### config.mk
export PLATFORM = sky130hd
export DESIGN_NAME = ntt_bf_scheduler
export DESIGN_NICKNAME = d
export VERILOG_FILES = /design/src/rtl/ntt_bf_scheduler.sv
export SDC_FILE = /design/constraint.sdc
export NUM_CORES = 1
export LEC_CHECK = 0
export CAP_MARGIN = 15
export CORE_UTILIZATION = 40
export CTS_CLUSTER_DIAMETER = 30
export DETAILED_ROUTE_END_ITERATION = 8
export PLACE_DENSITY_LB_ADDON = 0.05
export SLEW_MARGIN = 20
export SYNTH_ARGS = -nofsm -noshare
export SYNTH_HDL_FRONTEND = slang
export SYNTH_SLANG_ARGS = --single-unit
export TNS_END_PERCENT = 50
### constraint.sdc
create_clock -name clk -period 4.45 [get_ports clk]
set_input_delay 0.445 -clock clk [delete_from_list [all_inputs] [get_ports clk]]
set_output_delay 0.445 -clock clk [all_outputs]
set_load 0.01 [all_outputs]
### src/rtl/ntt_bf_scheduler.sv
// ntt_bf_scheduler
// ----------------
// Sequences a single Kyber butterfly unit (q=3329, n=256) through the seven
// layers of a forward NTT or inverse NTT held in a dual-port coefficient RAM.
// Each issue cycle presents one butterfly: two read addresses and the twiddle
// ROM index. A PIPE_LAT-deep delay line re-times the address pair so that it
// arrives as the write-back address alongside the butterfly result. A drain of
// PIPE_LAT cycles separates layers, so every write of a layer reaches the RAM
// before the next layer reads anything.
//
// Optional feature: macro NTT_SCHED_INTT_EN. When it is defined, mode is
// latched at start and mode=1 selects inverse (GS) addressing and the
// descending zeta sequence. When it is undefined, mode is ignored, bf_mode is
// tied 0 and only forward addressing is built.
//
// Handshake: issue_valid is a pure valid (no ready); the consumer must accept
// the read addresses in any cycle issue_valid is 1. stall=1 is the only
// back-pressure and it suppresses issue in that same cycle. wr_valid likewise
// marks a write that must be performed in that cycle.
//
// Ports
//   clk, rst_n              clock, asynchronous active-low reset
//   start, mode             begin a transform (IDLE only), 0=NTT 1=INTT
//   stall                   hold issue this cycle
//   busy, done              transform in progress / one-cycle completion pulse
//   issue_valid             rd_addr_a, rd_addr_b, zeta_idx are valid
//   rd_addr_a, rd_addr_b    butterfly operand indices j, j+len
//   zeta_idx                twiddle ROM index
//   bf_mode, layer          latched mode and current layer 0..6
//   wr_valid, wr_addr_a/b   write-back addresses, issue delayed by PIPE_LAT
module ntt_bf_scheduler #(
  parameter int N        = 256,
  parameter int LOGN     = 8,
  parameter int PIPE_LAT = 4
) (
  input  logic       clk,
  input  logic       rst_n,
  input  logic       start,
  input  logic       mode,
  input  logic       stall,
  output logic       busy,
  output logic       done,
  output logic       issue_valid,
  output logic [7:0] rd_addr_a,
  output logic [7:0] rd_addr_b,
  output logic [6:0] zeta_idx,
  output logic       bf_mode,
  output logic [2:0] layer,
  output logic       wr_valid,
  output logic [7:0] wr_addr_a,
  output logic [7:0] wr_addr_b
);

  localparam logic [6:0] LAST_BF    = 7'(N / 2 - 1);
  localparam logic [2:0] LAST_LAYER = 3'(LOGN - 2);
  localparam logic [4:0] DRAIN_INIT = 5'(PIPE_LAT - 1);

  typedef enum logic [1:0] {IDLE, ISSUE, DRAIN, FIN} state_t;

  state_t     state_q, state_d;
  logic [6:0] b_q;
  logic [2:0] layer_q;
  logic [4:0] cnt_q;
  logic       mode_q;

  logic [3:0] s;
  logic [6:0] grp;
  logic [7:0] len;
  logic [7:0] addr_a;
  logic [7:0] addr_b;
  logic [6:0] zeta;

  // State register
  always_ff @(posedge clk or negedge rst_n) begin
    if (!rst_n) state_q <= IDLE;
    else        state_q <= state_d;
  end

  // Next-state logic. The drain counter is loaded with PIPE_LAT-1 and the
  // layer advances in the cycle it reads 0, so the drain lasts PIPE_LAT cycles.
  always_comb begin
    state_d = state_q;
    case (state_q)
      IDLE:  if (start) state_d = ISSUE;
      ISSUE: if (!stall && b_q == LAST_BF) state_d = DRAIN;
      DRAIN: if (cnt_q == 5'd0) state_d = (layer_q == LAST_LAYER) ? FIN : ISSUE;
      FIN:   state_d = IDLE;
      default: state_d = IDLE;
    endcase
  end

  // Butterfly / layer / drain counters and latched mode
  always_ff @(posedge clk or negedge rst_n) begin
    if (!rst_n) begin
      b_q     <= '0;
      layer_q <= '0;
      cnt_q   <= '0;
      mode_q  <= 1'b0;
    end else begin
      case (state_q)
        IDLE: if (start) begin
          layer_q <= '0;
          b_q     <= '0;
`ifdef NTT_SCHED_INTT_EN
          mode_q  <= mode;
`endif
        end
        ISSUE: if (!stall) begin
          b_q <= b_q + 7'd1;
          if (b_q == LAST_BF) cnt_q <= DRAIN_INIT;
        end
        DRAIN: begin
          if (cnt_q != 5'd0) begin
            cnt_q <= cnt_q - 5'd1;
          end else if (layer_q != LAST_LAYER) begin
            layer_q <= layer_q + 3'd1;
            b_q     <= '0;
          end
        end
        default: ;
      endcase
    end
  end

`ifndef NTT_SCHED_INTT_EN
  logic unused_mode;
  assign unused_mode = mode ^ mode_q;
`endif

  // Address generation: rd_addr_a is b with a 0 inserted at bit position s,
  // i.e. group index (b>>s) spread to stride 2*len plus the offset in group.
  always_comb begin
    s = 4'(LOGN - 1) - {1'b0, layer_q};
`ifdef NTT_SCHED_INTT_EN
    if (mode_q) s = {1'b0, layer_q} + 4'd1;
`endif
    grp    = b_q >> s;
    len    = 8'd1 << s;
    addr_a = ({1'b0, grp} << (s + 4'd1)) | ({1'b0, b_q} & (len - 8'd1));
    addr_b = addr_a + len;
    zeta   = (7'd1 << layer_q) + grp;
`ifdef NTT_SCHED_INTT_EN
    // For layer 0 the shift overflows to 0, and 0-1 wraps to 127 as intended.
    if (mode_q) zeta = (7'd1 << (3'd7 - layer_q)) - 7'd1 - grp;
`endif
  end

  // Output logic
  always_comb begin
    busy        = (state_q == ISSUE) || (state_q == DRAIN);
    done        = (state_q == FIN);
    issue_valid = (state_q == ISSUE) && !stall;
    rd_addr_a   = '0;
    rd_addr_b   = '0;
    zeta_idx    = '0;
    if (state_q == ISSUE) begin
      rd_addr_a = addr_a;
      rd_addr_b = addr_b;
      zeta_idx  = zeta;
    end
    layer = layer_q;
`ifdef NTT_SCHED_INTT_EN
    bf_mode = mode_q;
`else
    bf_mode = 1'b0;
`endif
  end

  // Write-back delay line: {valid, addr_a, addr_b}, advances every cycle so
  // the write-back timing is independent of stall.
  logic [16:0] dl_q [PIPE_LAT];

  always_ff @(posedge clk or negedge rst_n) begin
    if (!rst_n) begin
      for (int i = 0; i < PIPE_LAT; i++) dl_q[i] <= '0;
    end else begin
      dl_q[0] <= {issue_valid, rd_addr_a, rd_addr_b};
      for (int i = 1; i < PIPE_LAT; i++) dl_q[i] <= dl_q[i-1];
    end
  end

  assign wr_valid  = dl_q[PIPE_LAT-1][16];
  assign wr_addr_a = dl_q[PIPE_LAT-1][15:8];
  assign wr_addr_b = dl_q[PIPE_LAT-1][7:0];

endmodule
* Word level (Yosys, flattened, before mapping)
Cells that the tools add are included.
Operators by class: add/sub/neg operators 8, eq/ne operators 14, shifts and indexed selects 4, multiplexer cells 21, bitwise logic cells 2, reductions and logical operators 14
Operator list (count):
- $mux W7 | 5
- $pmux W7 S3 | 1
- $mux W8 | 2
- $ne A2 B2 Y1 const B | 8
- $mux W5 | 3
- $pmux W5 S2 | 1
- $mux W3 | 3
- $add A8 B8 Y8 | 1
- $and A7 B8 Y8 | 1
- $mux W2 | 4
- $or A8 B8 Y8 | 1
- $pmux W2 S4 | 1
- $reduce_and A4 Y1 | 2
- $shl A1 B4 Y8 const A | 1
- $shl A7 B4 Y8 | 1
- $sub A8 B1 Y8 const B | 1
- $add A7 B1 Y7 const B | 1
- $add A7 B7 Y7 | 1
- $eq A7 B7 Y1 const B | 1
- $shl A1 B3 Y7 const A | 1
- $shr A7 B4 Y7 | 1
- $pmux W3 S2 | 1
- $logic_not A5 Y1 | 1
- $reduce_and A5 Y1 | 1
- 16 further kinds | 19
Word-level totals: flip-flop bits (word level) 85, bits of input ports 5, output and inout port bits 47, logic and storage cells 71

* Longest topological paths before layout
word-level depth 7, gate-level depth with buffers 17, gate-level depth less buffers 14

* Worst setup path before layout
Ideal clock, no wire load.
path type reg2out, start point register layer_q[0] (netlist: layer[0]), end point output port rd_addr_b[7], data arrival time 3.770 ns, data required time 4.005 ns, slack 0.235 ns, cell stages (with the launch flop) 18, buffers on the path 3, cells stage by stage dfrtp_1 > buf_2 > buf_4 > buf_2 > inv_1 > ha_1 > ha_1 > or4_1 > nand2_1 > o21ai_0 > a21oi_1 > o311ai_0 > o31a_1 > ha_1 > a21oi_1 > nand2_1 > or3_1 > mux2i_1
On the way: longest elaborated chain between the ends 7, elaborated cells on any way between the ends 10, classes of those cells add/sub (4); shift (3); mux (1); bitwise (2)
RTL lines:
- from (decl) | line 62 | logic [2:0] layer_q;
- from (signal assigned) | line 116 | layer_q <= layer_q + 3'd1;
- $sub A3 B3 Y4 * | line 133 | s = 4'(LOGN - 1) - {1'b0, layer_q};
- $shl A1 B4 Y8 | line 138 | len = 8'd1 << s;
- $sub A8 B1 Y8 | line 139 | addr_a = ({1'b0, grp} << (s + 4'd1)) | ({1'b0, b_q} & (len - 8'd1));
- $and A7 B8 Y8 | line 139
- $or A8 B8 Y8 | line 139
- $add A8 B8 Y8 * | line 140 | addr_b = addr_a + len;
- $mux W8 * | line 156 | if (state_q == ISSUE) begin
- to (decl) | line 45 | output logic [7:0] rd_addr_b,
Every way passes the cells marked *; elsewhere a longest branch is shown, timed or not.

* Worst setup path in the final report
start point register layer_q[2] (netlist: layer[2]), end point output port rd_addr_b[7]
The elaborated chain is that of the path after synthesis.

==> impl_metrics.csv <==
group,metric,value,unit
synthesis,ys_ff_latch,85,
cts,htree_num_levels,3,
cts,cts_max_path_buffers,2,
die,io-pin-count,52,
cts,clock_sink_count,85,
worst_setup_path,critical-path-top-delay-family,"simple AND/OR/NAND/NOR gates",
worst_setup_path,worst-r2r-setup-slack,1.07,ns
power_and_ir_drop,switching_share,0.3834,
cts,clk_transition_reported_paths,0.09,ns
worst_setup_path,worst-r2r-cell-count,13,
synthesis,ys.warnings.count,0,
final_layout,multi_input_area,2107,um^2
worst_setup_path,cp_data_required_time,4.01,ns
timing,timing.final.setup_violations,0,
power_and_ir_drop,powerDensity,504.2,nW/um^2
drt,detailroute.via_count,3315,
synthesis,synthesized_nets,459,
global_route,grt_start_max_net_pins,86,
cts,clock_tree_from_tritoncts,"done",
die,floorplan.core_area,10890,um^2
power_and_ir_drop,p_int,1728,uW
drt,route.layer.met1.wl,4793,um
worst_setup_path,critical_path.cell_chain,"buf_4 -> buf_4 -> ha_1 -> or4_1 -> o21ai_0 -> a21oi_1 -> o311ai_1 -> o31a_1 -> ha_1 -> a21oi_1 -> nand2_1 -> or3_1 -> mux2i_2 -> buf_2",
placement,dpl_cell_area,5296,um^2
timing,fmax,235.7,MHz
power_and_ir_drop,total_power,2803,uW
final_layout,final.fill_count,1037,
drt,detail_route.drc_violations,0,
placement,detailed_place_hpwl,7469,um
worst_setup_path,timing.critical_path.from_type,"flip-flop",
final_layout,insertedDiodeCount,0,
final_layout,net_count_final,534,
global_route,global_route_wire_length_before_repair,16340,um
drt,drt-pass1-iter-count,4,
final_layout,final_cell_area,5559,um^2
drt,met3WireLength,308,um
timing,grt_setup_unrepaired,"true",
die,chipWidth,107.8,um
drt,routedWlPerCell,15.40,um
synthesis,mapped_cell_area,4474,um^2
timing,worstMarginPinSlew,0.7251,ns
cts,clk-insertion-delay-late,0.35,ns
power_and_ir_drop,net_switching_power,1074,uW
worst_setup_path,cp_max_fo,6,
global_route,global_route.overflow_total,0,
placement,place.gp.congestion,0.9130,
drt,final_routed_wirelength,9946,um
timing,hold_viol_final,0,
min_path,timing.hold.worst.class,"input pin to asynchronous set/reset pin",
power_and_ir_drop,power.share.sequential,0.342,
synthesis,netlist_instances,426,
power_and_ir_drop,power_share_of_the_clock_group,0.179,
synthesis,synth_cell_count_leaders,"sky130_fd_sc_hd__dfrtp_1 (85), sky130_fd_sc_hd__nand2_1 (35), sky130_fd_sc_hd__ha_1 (27)",
final_layout,seq_area,2130,um^2
timing,finalMaxSlewViolations,0,
synthesis,top_count_cell_post_synth,"sky130_fd_sc_hd__dfrtp_1",
synthesis,synthFlopType,"sky130_fd_sc_hd__dfrtp_1",
cts,cts-hold-fix-buffers,0,
drt,detail-route-antenna-nets,0,
final_layout,layout-area-overhead-vs-synth,24.24,%
worst_setup_path,critical_path_buf_inv_count,3,
timing,finalWorstPathRequiredPeriod,4.244,ns
worst_setup_path,critPathSlowestCell,"sky130_fd_sc_hd__or4_1",
synthesis,postSynthAreaPerCell,10.50,um^2
drt,routed-wl-met2,4678,um
timing,timing.final.crit_share,0.9536,
worst_setup_path,critical_path.reg2reg.endpoint,"dl_q[58]",
synthesis,ys_seq_area_frac,0.4754,
worst_setup_path,worstReg2RegStart,"layer[2]",
synthesis,ys_async_sr_fraction,1.000,
timing,max_slew_margin,0.5166,
global_route,via_count_of_the_first_global_routing_pass,3247,
worst_setup_path,worstSetupPathType,"flip-flop to primary output",
worst_setup_path,critPathLaunch,"layer[2]",
power_and_ir_drop,power.combinational.fraction,0.480,
die,fp-row-count,38,
drt,initialDrtViolationCount,128,
placement,place.port_buffers,49,
global_route,gr_util_all_layers,0.1862,
synthesis,synth.distinct_cells,58,
timing,largest_clock_skew_in_the_final_design,0.01515,ns
global_route,number_of_antenna_violations_at_the_first_check_in_global_routing,0,
power_and_ir_drop,vdd.ir_drop.worst,228.0,uV
cts,clk_root_buffer_cell,"sky130_fd_sc_hd__clkbuf_8",
die,start_util,0.4109,
cts,cts_made_buffers,9,
worst_setup_path,critical-path-max-stage-delay,0.55,ns
synthesis,synth.area.top_cells,"sky130_fd_sc_hd__dfrtp_1 (48%), sky130_fd_sc_hd__ha_1 (7.6%), sky130_fd_sc_hd__buf_4 (3.4%)",
drt,drt-vias-per-instance,5.132,
final_layout,final_layout_size_suffix_gt1_frac,0.2075,
outcome,status,"complete, no violations",
die,design.die.area,11610,um^2
die,die_y,107.8,um
power_and_ir_drop,leakage,0.002650,uW
job,maxCapViolations,0,
worst_setup_path,arrival,3.80,ns
synthesis,synth.largest_area_cell,"sky130_fd_sc_hd__dfrtp_1",
worst_setup_path,worst_setup_end_kind,"primary output",
synthesis,post_synth_edffs,0,
drt,routed.top_layer,"met4",
synthesis,post-synth-top-area-fraction,0.4754,
-- layout by cell type (no fill, tap or decap), drive strengths merged, types with 7 or more instances in the layout --
cell,n
dfrtp,85
mux2,8
clkbuf,10
and2,15
o21ai,22
a21oi,17
inv,16
buf,57
nor3,15
nand2,35
clkdlybuf4s50,43
mux2i,9
nor2,25
nand3,11
nor2b,8
nand4,7
xor2,10
ha,27
-- state kept, by name (all words and copies together), names as in the netlist --
name	flops
b_q	7
cnt_q	5
dl_q	51
layer	3
state_q	2
wr_addr_a	8
wr_addr_b	8
wr_valid	1
-- power groups by stage --
stage	Clock [uW]	Sequential [uW]	Combinational (uW)
after floorplan	0	964	770
after global placement	0	969	1310
after detailed placement	0	975	1320
after CTS	523	959	1330
after global routing	554	975	1480
final	500	958	1340
-- worst reg2reg max path, stage by stage, from the launching register on --
cell	delay, ns
sky130_fd_sc_hd__dfrtp_2	0.45
sky130_fd_sc_hd__buf_4	0.15
sky130_fd_sc_hd__buf_4	0.15
sky130_fd_sc_hd__ha_1	0.20
sky130_fd_sc_hd__or4_1	0.55
sky130_fd_sc_hd__o21ai_0	0.25
sky130_fd_sc_hd__a21oi_1	0.11
sky130_fd_sc_hd__o311ai_1	0.13
sky130_fd_sc_hd__o31a_1	0.22
sky130_fd_sc_hd__ha_1	0.27
sky130_fd_sc_hd__a21oi_1	0.17
sky130_fd_sc_hd__nand2_1	0.09
sky130_fd_sc_hd__or3_1	0.36
sky130_fd_sc_hd__mux2i_2	0.19
-- final cells by class --
class	instances	share of cell area
flip-flops and latches	85	0.3831
multi-input cells	286	0.3790
repair buffers	104	0.1636
well taps	140	0.03151
clock buffers	10	0.02476
inverters	15	0.01013
clock inverters	6	0.007878
-- stage by stage --
stage	setup slack (ns)	instances	TNS, ns	util	hold WS (ns)
floorplan	0.2354	426	0	-	0.1494
global placement	0.1443	628	0	0.4864	0.3316
detailed placement	0.06770	628	0	0.4864	0.3347
CTS	-0.1857	645	-0.4443	0.5045	0.2923
global route	-0.03222	646	-0.06379	0.5106	0.1806
finish	0.2065	646	0	0.5106	0.1276
-- logic make-up (layout without fill, tap and decap cells) --
logic type | count (synthesis) | count (layout) | synth area share
simple gates | 141 | 141 | 0.1619
flops | 85 | 85 | 0.4754
compound gates | 79 | 79 | 0.1225
buf+inv | 55 | 135 | 0.06599
fa+ha+maj | 28 | 28 | 0.07998
mux | 21 | 21 | 0.06208
xor+xnor | 16 | 16 | 0.03132
other cells | 1 | 1 | 0.0008381
-- repair_timing --
action                                  in CTS  in global routing
pin swaps                                    0                  3
hold endpoints to repair                     0                  0
buffers inserted                             1                  1
resized for setup                            7                 20
endpoints found under the setup margin       5                  6
-- metal layers --
metal / up-vias / track usage
met4: 0 / 0.05577
met1: 1610 / 0.2550
met2: 66 / 0.2967
met5: - / 0
met3: 14 / 0.03753
li1: 1625 / -
-- worst max path at each step --
stage	endpoint	slack, ns	depth (start not counted)
2_1_floorplan	rd_addr_b[7]	0.24	17
3_3_place_gp	rd_addr_b[7]	0.14	14
3_5_place_dp	rd_addr_b[7]	0.07	15
4_1_cts	rd_addr_b[4]	-0.19	15
5_1_grt	zeta_idx[6]	-0.03	15
6_report	rd_addr_b[7]	0.21	14
(Power assumes the default switching activity.)
==> patch, RTL diff (config.mk and constraints unchanged) <==
`LOGN`: 8 -> 6.
--- a/src/rtl/ntt_bf_scheduler.sv
+++ b/src/rtl/ntt_bf_scheduler.sv
@@ -32,3 +32,3 @@
   parameter int N        = 256,
-  parameter int LOGN     = 8,
+  parameter int LOGN     = 6,
   parameter int PIPE_LAT = 4
Formal check against the unedited RTL: not equivalent (Yosys sat finds a counterexample within 4 cycles, from zero or initial values and one cycle with rst_n low).
==> patch against the unedited design <==
Synthesized cell count down 5.6%. Synthesized area shrank 3.6%. Worst setup slack got worse by 0.10 ns. Wire length rose by 0.40%. Fmax down 2.4%. Sequential cell count is the same. Power rose by 19%. Cell area increased by 1.8%. Clock power grew 7.2%.
==> patch: results (changes against the unedited design) <==
metric	value	unit	change
outcome	complete, no violations		
top_layer	met4		
critPathCapture	rd_addr_b[6]		
yosys-top-cells-count	85 x dfrtp_1, 34 x nor2_1, 30 x ha_1		
grtUsageMet3	4.89	%	+1.1 points
crit_fanout	7		+1
tightest_slew	0.729	ns	+0.00358 ns
cpMaxStageDelayCell	dfrtp_1		
p_leak	2.79	nW	+5.4%
dr_wl_met3	348	microns	+13%
reg2reg_depth	17		+4
cpPeakStageDelay	0.38	ns	-0.17 ns
grt_max_degree	86		unchanged
dpl.hpwl	7550	microns	+1.0%
gp_congestion	0.885		-3.1%
grt_pass1_wl	16300	microns	-0.13%
grt_pass1_vias	3244		-0.092%
pre_cts_slack	-0.147	ns	-0.214 ns
fp.dieArea	0.0112	sq mm	-3.5%
grt_util_met2	30.2	%	+0.54 points
synth_area_leaders	dfrtp_1 49%, ha_1 8.7%, buf_4 3.1%		
wirelength_met1	4860	microns	+1.4%
syn_nets	439		-4.4%
dr_wl_met2	4600	microns	-1.7%
reg2reg_from	layer[2]		
yosysMostFrequentCell	dfrtp_1		
final_nets	547		+2.4%
cp_top_family	compound AO/OA/AOI/OAI gates		
dp_cells	626		-0.32%
drt_iter0_drc	153		+20%
r2r_end	dl_q[57]		
holdCritPathClass	input port to asynchronous set/reset pin		
final.setup_skew	0.0108	ns	-0.00433 ns
postPlaceCellArea	0.00530	sq mm	+0.14%
layout-drive-gt1-share	25.0	%	+4.3 points
use_met1	26.1	%	+0.59 points
synth_seq_area_share	49.3	%	+1.8 points
fin_ws	0.104	ns	-0.103 ns
synth_area_per_cell	10.7	sq um	+2.1%
insertion_delay	0.36	ns	
regToRegSetupSlack	0.86	ns	-0.21 ns
largest_reg_flops	51		unchanged
via_per_inst	4.88		-4.9%
fillers	944		-9.0%
layout.cells.non_filler	651		+0.77%
cts_buffer_depth	2		unchanged
antenna_found_initial	0		unchanged
ir_worst_vdd	0.275	mV	+21%
crit_arrival	3.90	ns	+0.10 ns
wire_per_inst	15.3	microns	-0.37%
grt_use_total	19.3	%	+0.68 points
ys_types	62		+6.9%
[patch: final cells by class]
class                           instances  area [sq um]  area share [%]
Sequential cell                        85          2130            37.6
Multi-Input combinational cell        258          1990            35.1
Timing Repair Buffer                  128          1070            18.9
Tap cell                              136           170            3.01
Clock buffer                           11           141            2.50
Inverter                               28           105            1.86
Clock inverter                          5          60.1            1.06
[patch: repair_timing]
| item | CTS | global route |
|---|---|---|
| setup buffers | 7 | 2 |
| endpoints found under the setup margin | 7 | 8 |
| gates resized for setup | 24 | 20 |
| pin swaps | 7 | 8 |
[patch: kinds of logic after synthesis]
group | after synthesis | share of synthesized area [%]
AO/OA/AOI/OAI | 72 | 12.4
XOR/XNOR | 17 | 3.77
adder cells (fa/ha/maj) | 32 | 9.63
buffers and inverters | 59 | 6.90
flip-flops | 85 | 49.3
multiplexers | 11 | 2.93
other | 1 | 0.0869
AND/OR/NAND/NOR | 125 | 15.0
[patch: how the worst min path moves through the flow]
stage / endpoint / cells past startpoint / slack, ns / from
6_report: wr_addr_b[0] / 1 / 0.11 / rst_n
3_5_place_dp: dl_q[29] / 0 / 0.33 / dl_q[46]
2_1_floorplan: b_q[0] / 0 / 0.15 / rst_n
3_3_place_gp: wr_addr_a[4] / 0 / 0.33 / dl_q[29]
5_1_grt: wr_valid / 1 / 0.18 / rst_n
4_1_cts: wr_addr_b[0] / 1 / 0.28 / rst_n
[patch: power breakdown]
group / leakage (nW) / switching, W / internal [W]
registers: 1.15 / 0.0000849 / 0.000949
logic: 1.54 / 0.000904 / 0.000851
clock network: 0.0995 / 0.000261 / 0.000275
total: 2.79 / 0.00125 / 0.00208
